File: src/rtl/sum_bin_to_bcd_seq_pkg.sv
// Shared definitions for the adder / BCD conversion / display pipeline.
package sum_bin_to_bcd_seq_pkg;

  localparam int unsigned SUM_W      = 9;
  localparam int unsigned BCD_DIGITS = 3;

  typedef enum logic [1:0] {
    ST_IDLE  = 2'd0,
    ST_SHIFT = 2'd1,
    ST_DONE  = 2'd2
  } state_t;

endpackage

File: src/rtl/sum_bin_to_bcd_seq_bcd_digit_adj.sv
// Double-dabble digit correction: add 3 to any BCD digit of 5 or more.
module bcd_digit_adj (
  input  logic [3:0] digit,
  output logic [3:0] adj
);

  assign adj = (digit >= 4'd5) ? digit + 4'd3 : digit;

endmodule

File: src/rtl/sum_bin_to_bcd_seq.sv
// Sequential shift-add-3 binary-to-BCD converter, one input bit per clock,
// with start/busy/done handshake and a result held between conversions.
module sum_bin_to_bcd_seq
  import sum_bin_to_bcd_seq_pkg::*;
#(
  parameter int unsigned WIDTH  = SUM_W,
  parameter int unsigned DIGITS = BCD_DIGITS
) (
  input  logic                  clk,
  input  logic                  rst,
  input  logic                  start,
  input  logic [WIDTH-1:0]      bin,
  output logic                  busy,
  output logic                  done,
  output logic [4*DIGITS-1:0]   bcd
);

  localparam int unsigned CW = $clog2(WIDTH + 1);
  localparam int unsigned BW = 4 * DIGITS;

  state_t           state, state_nx;
  logic [CW-1:0]    cnt;
  logic [WIDTH-1:0] shreg;
  logic [BW-1:0]    scratch;
  logic [BW-1:0]    scratch_adj;

  for (genvar g = 0; g < DIGITS; g++) begin : g_adj
    bcd_digit_adj u_adj (
      .digit (scratch[4*g +: 4]),
      .adj   (scratch_adj[4*g +: 4])
    );
  end

  always_ff @(posedge clk) begin
    if (rst) state <= ST_IDLE;
    else     state <= state_nx;
  end

  always_comb begin
    state_nx = state;
    case (state)
      ST_IDLE:  if (start) state_nx = ST_SHIFT;
      ST_SHIFT: if (cnt == CW'(1)) state_nx = ST_DONE;
      ST_DONE:  state_nx = ST_IDLE;
      default:  state_nx = ST_IDLE;
    endcase
  end

  // Scratch digits shift in from the top of shreg after per-digit correction.
  always_ff @(posedge clk) begin
    if (rst) begin
      cnt     <= '0;
      shreg   <= '0;
      scratch <= '0;
      bcd     <= '0;
      done    <= 1'b0;
    end else begin
      done <= 1'b0;
      case (state)
        ST_IDLE: begin
          if (start) begin
            shreg   <= bin;
            scratch <= '0;
            cnt     <= CW'(WIDTH);
          end
        end
        ST_SHIFT: begin
          scratch <= {scratch_adj[BW-2:0], shreg[WIDTH-1]};
          shreg   <= shreg << 1;
          cnt     <= cnt - CW'(1);
        end
        ST_DONE: begin
          bcd  <= scratch;
          done <= 1'b1;
        end
        default: ;
      endcase
    end
  end

  assign busy = (state == ST_SHIFT);

endmodule

File: config.mk
export PLATFORM = sky130hd
export DESIGN_NAME = sum_bin_to_bcd_seq
export DESIGN_NICKNAME = d
export VERILOG_FILES = /design/src/rtl/sum_bin_to_bcd_seq_pkg.sv /design/src/rtl/sum_bin_to_bcd_seq_bcd_digit_adj.sv /design/src/rtl/sum_bin_to_bcd_seq.sv
export SDC_FILE = /design/constraint.sdc
export NUM_CORES = 1
export LEC_CHECK = 0
export BUFFER_PORTS_ARGS = -buffer_cell sky130_fd_sc_hd__buf_2
export CAP_MARGIN = 20
export CELL_PAD_IN_SITES_DETAIL_PLACEMENT = 0
export CELL_PAD_IN_SITES_GLOBAL_PLACEMENT = 2
export CORE_MARGIN = 4
export CORE_UTILIZATION = 36
export DETAILED_ROUTE_END_ITERATION = 7
export PLACE_DENSITY = 0.89
export SLEW_MARGIN = 15
export SYNTH_ARGS = -nofsm -noshare
export SYNTH_HDL_FRONTEND = slang
export SYNTH_SLANG_ARGS = --single-unit
File: constraint.sdc
create_clock -name clk -period 4.4 [get_ports clk]
set_input_delay 0.22 -clock clk [delete_from_list [all_inputs] [get_ports clk]]
set_output_delay 0.22 -clock clk [all_outputs]
set_load 0.05 [all_outputs]
* After elaboration in Yosys (flattened, before gate mapping) *
Index checks and enable logic that the tools add are counted.

storage, ports and cells
  flip-flop bits (word level) = 40
  input port bits = 12
  output and inout port bits = 14
  logic and storage cells = 35

operators by class
  add/sub/neg operators = 4
  $lt $le $gt $ge = 3
  equal/unequal tests = 5
  mux-type cells = 13
  reduce and logical (&&, ||, !) cells = 4

operator list
  cell                                                                     number
  12-bit case mux with 2 select lines                                      1
  9-bit case mux with 2 select lines                                       1
  4-bit by 3-bit >= comparator with 1-bit output, second input constant    3
  12-bit two-way mux                                                       1
  4-bit two-way mux                                                        3
  9-bit two-way mux                                                        1
  4-bit by 2-bit adder with 4-bit output, second input constant            2
  4-bit case mux with 2 select lines                                       1
  4-bit by 1-bit equality test with 1-bit output, second input constant    1
  2-bit two-way mux                                                        2
  2-bit case mux with 2 select lines                                       1
  2-bit AND reduction                                                      2
  4-bit by 1-bit subtractor with 4-bit output, second input constant       1
  3-bit by 2-bit adder with 3-bit output, second input constant            1
  3-bit two-way mux                                                        1
  2-bit by 1-bit equality test with 1-bit output, second input constant    1
  2-bit equality test, second input constant                               1
  2-bit zero test                                                          1
  2-bit by 1-bit inequality test with 1-bit output, second input constant  1
  2-bit inequality test, second input constant                             1
  2-bit nonzero test                                                       1
  1-bit two-way mux                                                        1

* Longest topological paths before layout *
Gate-level depths: netlist (run 1).

  word-level depth = 3
  depth in mapped cells = 6
  mapped depth without buffers = 6

* Hierarchy *
Synthesis (run 1) repeated with hierarchy kept, for this count alone.

unflattened totals
  cell total of the unflattened synthesis = 222
  area total of the unflattened synthesis = 1863.0 um^2

by module, submodules not included
  module              times used  cells an instance  area each (um^2)  seq. area each (um^2)
  sum_bin_to_bcd_seq  1           174                1559.0            800.8
  bcd_digit_adj       3           16                 101.3             0.0

* Least setup slack after synthesis (run 1) *
No wires, ideal clock.

  path type = flip-flop to flip-flop
  start = register scratch[1]
  end = register scratch[2]
  library setup time = 0.117 ns
  arrival = 1.250 ns
  required time = 4.283 ns
  setup slack = 3.033 ns
  cell stages (with the launch flop) = 7
  buffers on the path = 0
  period minus slack after synthesis = 1.367 ns
  cells stage by stage = dfxtp_1 -> inv_1 -> ha_1 -> nand2b_1 -> a21oi_1 -> mux2i_1 -> a22o_1

between the ends
  word-level cells in the longest chain between the ends = 3
  elaborated cells on any way between the ends = 4
  classes of those cells = add/sub: 1; order compare: 1; mux: 2

RTL lines
  item                                                                                                      line                                   source
  from (decl)                                                                                               sum_bin_to_bcd_seq.sv:24               logic [BW-1:0] scratch;
  from (signal assigned)                                                                                    sum_bin_to_bcd_seq.sv:68               scratch <= {scratch_adj[BW-2:0], shreg[WIDTH-1]};
  4-bit by 2-bit adder with 4-bit output or 4-bit by 3-bit >= comparator with 1-bit output (tied branches)  sum_bin_to_bcd_seq_bcd_digit_adj.sv:7  assign adj = (digit >= 4'd5) ? digit + 4'd3 : digit;
  4-bit two-way mux *                                                                                       sum_bin_to_bcd_seq_bcd_digit_adj.sv:7
  12-bit case mux with 2 select lines *                                                                     sum_bin_to_bcd_seq.sv:59               case (state)

Mark *: on every way between the ends. The rest lies on a longest branch, timed or not.
A chain may end at the register's enable or synchronous reset.

* Worst setup path in the final report (run 1) *
  start = register state[0]
  end = output busy

between the ends
  word-level cells in the longest chain between the ends = 1

RTL lines
  item                                            line                      source
  from (decl)                                     sum_bin_to_bcd_seq.sv:21  state_t state, state_nx;
  from (signal assigned)                          sum_bin_to_bcd_seq.sv:36  else state <= state_nx;
  2-bit by 1-bit equality test with 1-bit output  sum_bin_to_bcd_seq.sv:81  assign busy = (state == ST_SHIFT);
  to (decl)                                       sum_bin_to_bcd_seq.sv:13  output logic busy,

Every way passes these cells.

==> out/qor.yml, run 1 <==
setup_viol: 0
firstDrtPassIters: 4
max_freq_mhz: 483
die_y_microns: 78.2
clock_path_buffers: 2
area_growth_pct: 13.6
drc_errors: 0
cp-end-kind: "output pin"
grt_overflow_total: 0
core.rowCount: 25
hold_viol_final: 0
layout_common_cells: "dfxtp_1, nand2_1, a21oi_1"
hp-class: "in2reg"
hold_buffers: 0
path_max_fanout: 16
path_clk_slew_ns: 0.07
min_from: "bin[2]"
yosys_warnings: 0
ys_seq_elements: 40
period_share_pct: 47.0
finalPower_mw: 0.740
critPathLaunch: "state[0]$_SDFFE_PP0P_"
startpoint_type: "flip-flop"
synth_edf_count: 0
tns_ns: 0
cellLeakagePower_nw: 0.835
port_buffers: 25
cts_sinks: 40
slew_headroom_pct: 40.3
htreeDepth: 2
arrival_ns: 1.85
cts_resized: 0
syn-num-nets: 228
cts_buffers: 5
nets: 249
post-route-util_pct: 42.4
synth_area_sq_um: 1770
vias: 1421
regArea_sq_um: 801
cts_tree: "yes"
worstSkewPairLatency_ns: 0.28
wl_microns: 3830
multi_input_area_sq_um: 866
initial_utilization_pct: 37.3
synth_compound_gate_area_share_pct: 19.8
drive_gt1_share_pct: 17.0
gp_congestion: 0.793
die-area_sq_um: 6110
n_antenna_cell: 0
syn_avg_cell_area_sq_um: 8.52
grt_max_degree: 31
crit_required_ns: 4.18
via_per_inst: 4.78
core_area_sq_um: 4750
peakVddDrop_uv: 200
maxSlewViolCount: 0
rsz0062_at_grt: "no"
die_w_microns: 78.2
antenna_left: 0
ys.flop_type: "dfxtp_1"
r2r-start: "state[0]$_SDFFE_PP0P_"
detail_route.wl_per_cell_microns: 12.9
synth.mux.area_fraction_pct: 2.33
fin_worst_skew_ns: 0.00437
synth_top_family_by_area: "compound AO/OA/AOI/OAI gates"
fin_crit_ns: 2.07
grtUsageTotal_pct: 13.8
p_per_area_nw_per_um2: 367
ys_async_sr_fraction_pct: 0
synthAdderAreaFrac_pct: 5.65
max_cap_viol_count: 0
grt_pass1_wl_microns: 6730
syn-instance-count: 208
dpl.hpwl_microns: 2610
boundaryPins: 26
ys_types: 31
antenna_found_initial: 0
drt_iter0_markers: 66
cts-root-buf: "clkbuf_8"
worst_slew_pin_slew_ns: 0.893
synth-xor-area-share_pct: 2.47
first_global_vias: 1381
worstSetupPathType: "reg2out"
mostFrequentLayoutCell: "dfxtp_1"
post_cts_buffers: 0
fillers: 522
seq_area_frac_synth_pct: 45.2
outcome: "finished clean"
synthSimpleGateAreaFrac_pct: 18.6
## registers in the layout (all words and copies together), names as in the netlist
register,cells
bcd,12
cnt,4
done,1
scratch,12
shreg,9
state,2
## cells in the mapped netlist (all sizes together), types with 3 or more instances
cell	n	area, sq um
buf	11	57.6
xnor2	3	26.3
nor2b	4	25.0
mux2i	3	30.0
nand2b	5	31.3
a22o	10	87.6
o21ai	7	35.0
nor3	8	40.0
nand3	3	15.0
nor2	22	87.6
ha	8	100
nand2	29	109
inv	13	48.8
dfxtp	40	801
a21oi	26	130
## layer usage
| layer | wire length, microns | track usage (%) | vias up |
|---|---|---|---|
| met5 | 0 | 0 | - |
| met3 | 208 | 3.56 | 7 |
| li1 | - | - | 752 |
| met4 | 49 | 5.07 | 0 |
| met1 | 1870 | 18.6 | 632 |
| met2 | 1690 | 21.3 | 30 |
## final timing paths
check	end	slack (ns)	cells past startpoint
setup reg to reg	shreg[4]$_SDFFE_PP0P_	2.52	4
hold / removal	shreg[2]$_SDFFE_PP0P_	0.15	3
hold reg to reg	bcd[9]$_SDFFE_PP0P_	0.45	2
setup / recovery	busy	2.33	3
## kinds of logic after synthesis
group,count (synthesis)
AO/OA/AOI/OAI,54
XOR/XNOR,5
adder cells (fa/ha/maj),8
buffers and inverters,24
flip-flops,40
multiplexers,4
AND/OR/NAND/NOR,73
## critical path, cell delays in order, from the launching register on
cell      delay (ns)
dfxtp_1         0.65
nand2b_1        0.39
inv_2           0.22
buf_2           0.29
## per-stage QoR
stage | std cells | cell area, sq um | hold slack [ns] | worst slack [ns]
after floorplan | 208 | 1770 | 0.329 | 3.03
after global placement | 289 | 1920 | 0.434 | 2.51
after detailed placement | 289 | 1920 | 0.442 | 2.50
after CTS | 297 | 2010 | 0.140 | 2.32
after global routing | 297 | 2010 | 0.159 | 2.18
final | 297 | 2010 | 0.151 | 2.33
## report_power, final
group          internal, mW  switching, mW
clock network         0.128          0.117
registers             0.380         0.0197
logic                0.0367         0.0588
## final cells by class
| class | instances | area share [%] |
|---|---|---|
| multi-input cells | 144 | 43.0 |
| repair buffers | 25 | 6.21 |
| flip-flops and latches | 40 | 39.8 |
| clock buffers | 8 | 4.47 |
| well taps | 67 | 4.16 |
| inverters | 13 | 2.42 |
(Power assumes the default switching activity.)
==> run 2, diff against run 1 <==
Settings changed: CORE_UTILIZATION 36 to 30, PLACE_DENSITY 0.89 to 0.8.
Clock period 4.4 ns to 1.9 ns, I/O delays scaled along.
==> out/qor.yml, run 2 (same netlist as run 1, synthesis figures left out) <==
port_buffers: 25  # unchanged
path_clk_slew_ns: 0.07  # about the same
first_global_vias: 1419  # +2.8%
fin_crit_ns: 1.59
tns_ns: 0  # unchanged
worstSkewPairLatency_ns: 0.29  # about the same
grt_overflow_total: 0  # unchanged
path_max_fanout: 9  # -7
slowest_stage: "dfxtp_1"
antenna_left: 0  # unchanged
cellLeakagePower_nw: 0.865  # +3.6%
cts_sinks: 40  # unchanged
worst_slew_pin_slew_ns: 0.908  # +0.0144 ns
p_per_area_nw_per_um2: 822  # +120%
firstDrtPassIters: 6  # +2
top_regs: "bcd: 12 flops, scratch: 12 flops, shreg: 9 flops"
startpoint_type: "flip-flop"
post_cts_buffers: 0  # unchanged
mostFrequentLayoutCell: "dfxtp_1"
cts_buffers: 5  # unchanged
hold_ws_ns: 0.00522  # -0.146 ns
peakVddDrop_uv: 318  # +59%
cp-end-kind: "output pin"
vias: 1442  # +1.5%
maxSlewViolCount: 0  # unchanged
drt_iter0_markers: 53  # -20%
setup_viol: 0  # unchanged
max_freq_mhz: 630
wl_microns: 3930  # +2.6%
worstSetupPathType: "reg2out"
via_per_inst: 4.68  # -2.1%
r2r-start: "state[1]$_SDFFE_PP0P_"
grtUsageTotal_pct: 12.1  # -1.7 points
min_from: "bin[2]"
crit_required_ns: 1.80  # -2.38 ns
core.rowCount: 27  # +8.0%
post-route-worst-setup-slack_ns: 0.313  # -2.02 ns
period_share_pct: 83.5
n_antenna_cell: 0  # unchanged
grt_pass1_wl_microns: 6960  # +3.3%
drive_gt1_share_pct: 19.5  # +2.5 points
drc_errors: 0  # unchanged
pre_cts_slack_ns: 0.375  # -2.13 ns
critPathLaunch: "state[0]$_SDFFE_PP0P_"
grt_max_degree: 20  # -35%
rsz0062_at_grt: "no"
die-area_sq_um: 7200  # +18%
arrival_ns: 1.49  # -0.36 ns
crit_chain: "nand2b_1 -> inv_2 -> buf_2"
die_w_microns: 84.9  # +8.6%
outcome: "finished clean"
boundaryPins: 26  # unchanged
slew_headroom_pct: 39.4  # -0.96 points
die_y_microns: 84.9  # +8.6%
cts-root-buf: "clkbuf_8"
dpl_cell_area_sq_um: 1980  # +3.1%
clock_path_buffers: 2  # unchanged
antenna_found_initial: 0  # unchanged
detail_route.wl_per_cell_microns: 12.7  # -1.1%
slowest_delay_ns: 0.49  # -0.16 ns
hold_viol_final: 0  # unchanged
hold_buffers: 0  # unchanged
htreeDepth: 2  # unchanged
core_area_sq_um: 5610  # +18%
layout_common_cells: "dfxtp_1, nand2_1, a21oi_1"
dpl.hpwl_microns: 2810  # +7.5%
gp_congestion: 0.725  # -8.6%
hp-class: "in2reg"
post-route-util_pct: 36.7  # -5.6 points
nets: 256  # +2.8%
fin_worst_skew_ns: 0.00321  # -0.00116 ns
cts_resized: 0  # unchanged
area_growth_pct: 16.2
stdcell_area_sq_um: 2060  # +2.3%
max_cap_viol_count: 0  # unchanged
initial_utilization_pct: 31.6  # -5.7 points
cts_tree: "yes"
[run 2: cell count changes in the layout (fill, tap and decap cells not counted)]
cell / previous run / this run
clkinv_2: 0 / 1
buf_4: 0 / 7
clkbuf_1: 2 / 1
clkbuf_8: 6 / 5
[run 2: report_power, final]
part | switching [mW] | internal, mW
Combinational | 0.146 | 0.100
Sequential | 0.0354 | 0.880
Clock | 0.283 | 0.250
[run 2: critical path: cells and delay by family (launching register included)]
kind | cells | cell delay (ns)
flops | 1 | 0.49
buf+inv | 2 | 0.46
simple gates | 1 | 0.25
[run 2: metrics by stage]
stage,std cells,power (mW)
floorplan,208,1.11
global placement,301,1.19
detailed placement,301,1.19
CTS,308,1.72
global route,308,1.80
finish,308,1.69
[run 2: path summary, 6_finish.rpt]
check	end	slack, ns	cells past startpoint
worst max-delay path	busy	0.31	3
worst max register to register	bcd[4]$_SDFFE_PP0P_	0.38	3
worst min register to register	bcd[2]$_SDFFE_PP0P_	0.46	2
worst min-delay path	shreg[2]$_SDFFE_PP0P_	0.005	3
[run 2: metal layers]
layer / GRT usage [%] / share of wire, % / up-vias
li1: - / - / 760
met5: 0 / 0 / -
met1: 15.6 / 49 / 649
met4: 3.02 / 1.2 / 0
met2: 19.1 / 45 / 26
met3: 4.47 / 5.3 / 7
[run 2: final cells by class]
cell class              instances  area (sq um)
clock buffers                   6          72.6
clock inverters                 1          5.00
repair buffers                 32           178
multi-input cells             144           866
well taps                      72          90.1
flip-flops and latches         40           801
inverters                      13          48.8
fillers                       625          3550
==> run 3, diff against run 2 <==
Settings changed: CORE_UTILIZATION 30 to 33, PLACE_DENSITY 0.8 to 0.83.
Clock period 1.9 ns to 1.65 ns, I/O delays scaled along.
==> out/qor.yml, run 3 (same netlist as run 1, synthesis figures left out) <==
outcome: "finished clean"
firstDrtPassIters: 4  # -2
crit_required_ns: 1.57  # -0.23 ns
swShare_pct: 25.1  # -2.4 points
slowest_delay_ns: 0.53  # +0.04 ns
dpl.hpwl_microns: 2710  # -3.7%
grt_overflow_total: 0  # unchanged
layout_common_cells: "dfxtp_1, nand2_1, a21oi_1, buf_2, nor2_1"
crit_family: "flip-flops"
maxSlewViolCount: 0  # unchanged
setup_viol: 0  # unchanged
finalPower_mw: 2.18  # +29%
worstSkewPairLatency_ns: 0.29  # about the same
cts_tree: "yes"
seqPwrFrac_pct: 48.4  # -5.6 points
regArea_sq_um: 802  # +0.16%
rsz0062_at_grt: "no"
worst_slew_pin_slew_ns: 0.491  # -0.417 ns
startpoint_type: "flip-flop"
via_per_inst: 4.65  # -0.67%
cts_sinks: 40  # unchanged
drt_iter0_markers: 100  # +89%
drive_gt1_share_pct: 22.3  # +2.8 points
nets: 261  # +2.0%
dr_wl_met3_microns: 172  # -17%
die_w_microns: 81.3  # -4.2%
cellLeakagePower_nw: 0.913  # +5.5%
hold_viol_final: 0  # unchanged
hp-class: "in2reg"
antenna_left: 0  # unchanged
path_max_fanout: 11  # +2
dr_wl_met2_microns: 1620  # -7.9%
hold_ws_ns: 0.0144  # +0.00922 ns
p_switching_mw: 0.547  # +18%
p_per_area_nw_per_um2: 1020  # +24%
area_growth_pct: 21.1
max_freq_mhz: 661
max_cap_viol_count: 0  # unchanged
worst-path-buf-inv: 2  # unchanged
drc_errors: 0  # unchanged
routed.top_layer: "met4"
detail_route.wl_per_cell_microns: 11.8  # -7.7%
first_global_vias: 1340  # -5.6%
slowest_stage: "dfxtp_1"
grt_max_degree: 26  # +30%
arrival_ns: 1.43  # -0.06 ns
r2r-start: "scratch[1]$_SDFFE_PP0P_"
tns_ns: 0  # unchanged
grtUsageTotal_pct: 12.0  # -0.045 points
core_area_sq_um: 5170  # -7.8%
initial_utilization_pct: 34.3  # +2.7 points
critPathLaunch: "state[1]$_SDFFE_PP0P_"
top_regs: "bcd: 12 flops, scratch: 12 flops, shreg: 9 flops"
p_comb_share_pct: 13.2  # -1.4 points
period_share_pct: 91.7
gp_congestion: 0.752  # +3.8%
port_buffers: 25  # unchanged
pwr-share-clk_pct: 38.4  # +7.0 points
cts-root-buf: "clkbuf_8"
grt_pass1_wl_microns: 6180  # -11%
clock_path_buffers: 2  # unchanged
mostFrequentLayoutCell: "dfxtp_1"
crit_chain: "nand2b_1 -> inv_2 -> buf_2"
intPower_mw: 1.63  # +33%
slew_headroom_pct: 67.3  # +28 points
fillers: 560  # -10%
fin_crit_ns: 1.51
cp-end-kind: "output pin"
die_y_microns: 81.3  # -4.2%
fin_worst_skew_ns: 0.00520  # +0.00200 ns
path_clk_slew_ns: 0.07  # about the same
multi_input_area_sq_um: 870  # +0.43%
peakVddDrop_uv: 514  # +61%
wl_microns: 3670  # -6.5%
die-area_sq_um: 6610  # -8.3%
boundaryPins: 26  # unchanged
cts_buffers: 5  # unchanged
min_from: "bin[0]"
n_antenna_cell: 0  # unchanged
htreeDepth: 2  # unchanged
vias: 1451  # +0.62%
antenna_found_initial: 0  # unchanged
worstSetupPathType: "reg2out"
post_cts_buffers: 0  # unchanged
core.rowCount: 26  # -3.7%
met1Wirelength_microns: 1830  # -4.5%
run 3: cell types whose count changed in the layout (fill, tap and decap cells not counted), sizes merged:
cell and change:
dlygate4sd3 +1, buf +4, bufinv +1
run 3: timing repair:
| item | in CTS | in global routing |
|---|---|---|
| hold buffers | 1 | 0 |
| resized for setup | 0 | 2 |
| endpoints found under the hold margin | 1 | 0 |
| endpoints found under the setup margin | 0 | 2 |
run 3: area by class of cell:
cell class	instances	share of cell area, %
timing repair buffer	37	10.1
tap	70	4.08
clock inverter	2	1.81
inverter	13	2.27
sequential	40	37.4
clock buffer	6	3.85
multi-input combinational	144	40.5
run 3: power by group through the flow:
stage               logic, mW  registers [mW]  clock network [mW]
CTS                     0.293            1.06               0.872
finish                  0.287            1.06               0.837
detailed placement      0.289            1.08                   0
global route            0.326            1.06               0.904
floorplan               0.211            1.07                   0
global placement        0.292            1.08                   0
run 3: final timing paths:
| check | endpoint | depth (start not counted) | slack, ns |
|---|---|---|---|
| worst max-delay path | busy | 3 | 0.14 |
| worst max register to register | scratch[2]$_SDFFE_PP0P_ | 6 | 0.15 |
| worst min-delay path | shreg[0]$_SDFFE_PP0P_ | 2 | 0.01 |
| worst min register to register | bcd[9]$_SDFFE_PP0P_ | 2 | 0.45 |
run 3: layer usage:
layer  up-vias  global-route usage [%]
li1        773                       -
met1       644                    15.2
met2        27                    19.1
met3         7                    3.66
met4         0                    4.56
met5         -                       0
run 3: metrics by stage:
step                      std cells  utilization (%)  setup slack [ns]  instance area, sq um
after floorplan                 208                -             0.283                  1770
after global routing            312             41.5            0.0226                  2150
after CTS                       312             41.4            0.0777                  2140
final                           312             41.5             0.136                  2150
after detailed placement        303             38.9             0.143                  2010
after global placement          303             38.9             0.205                  2010
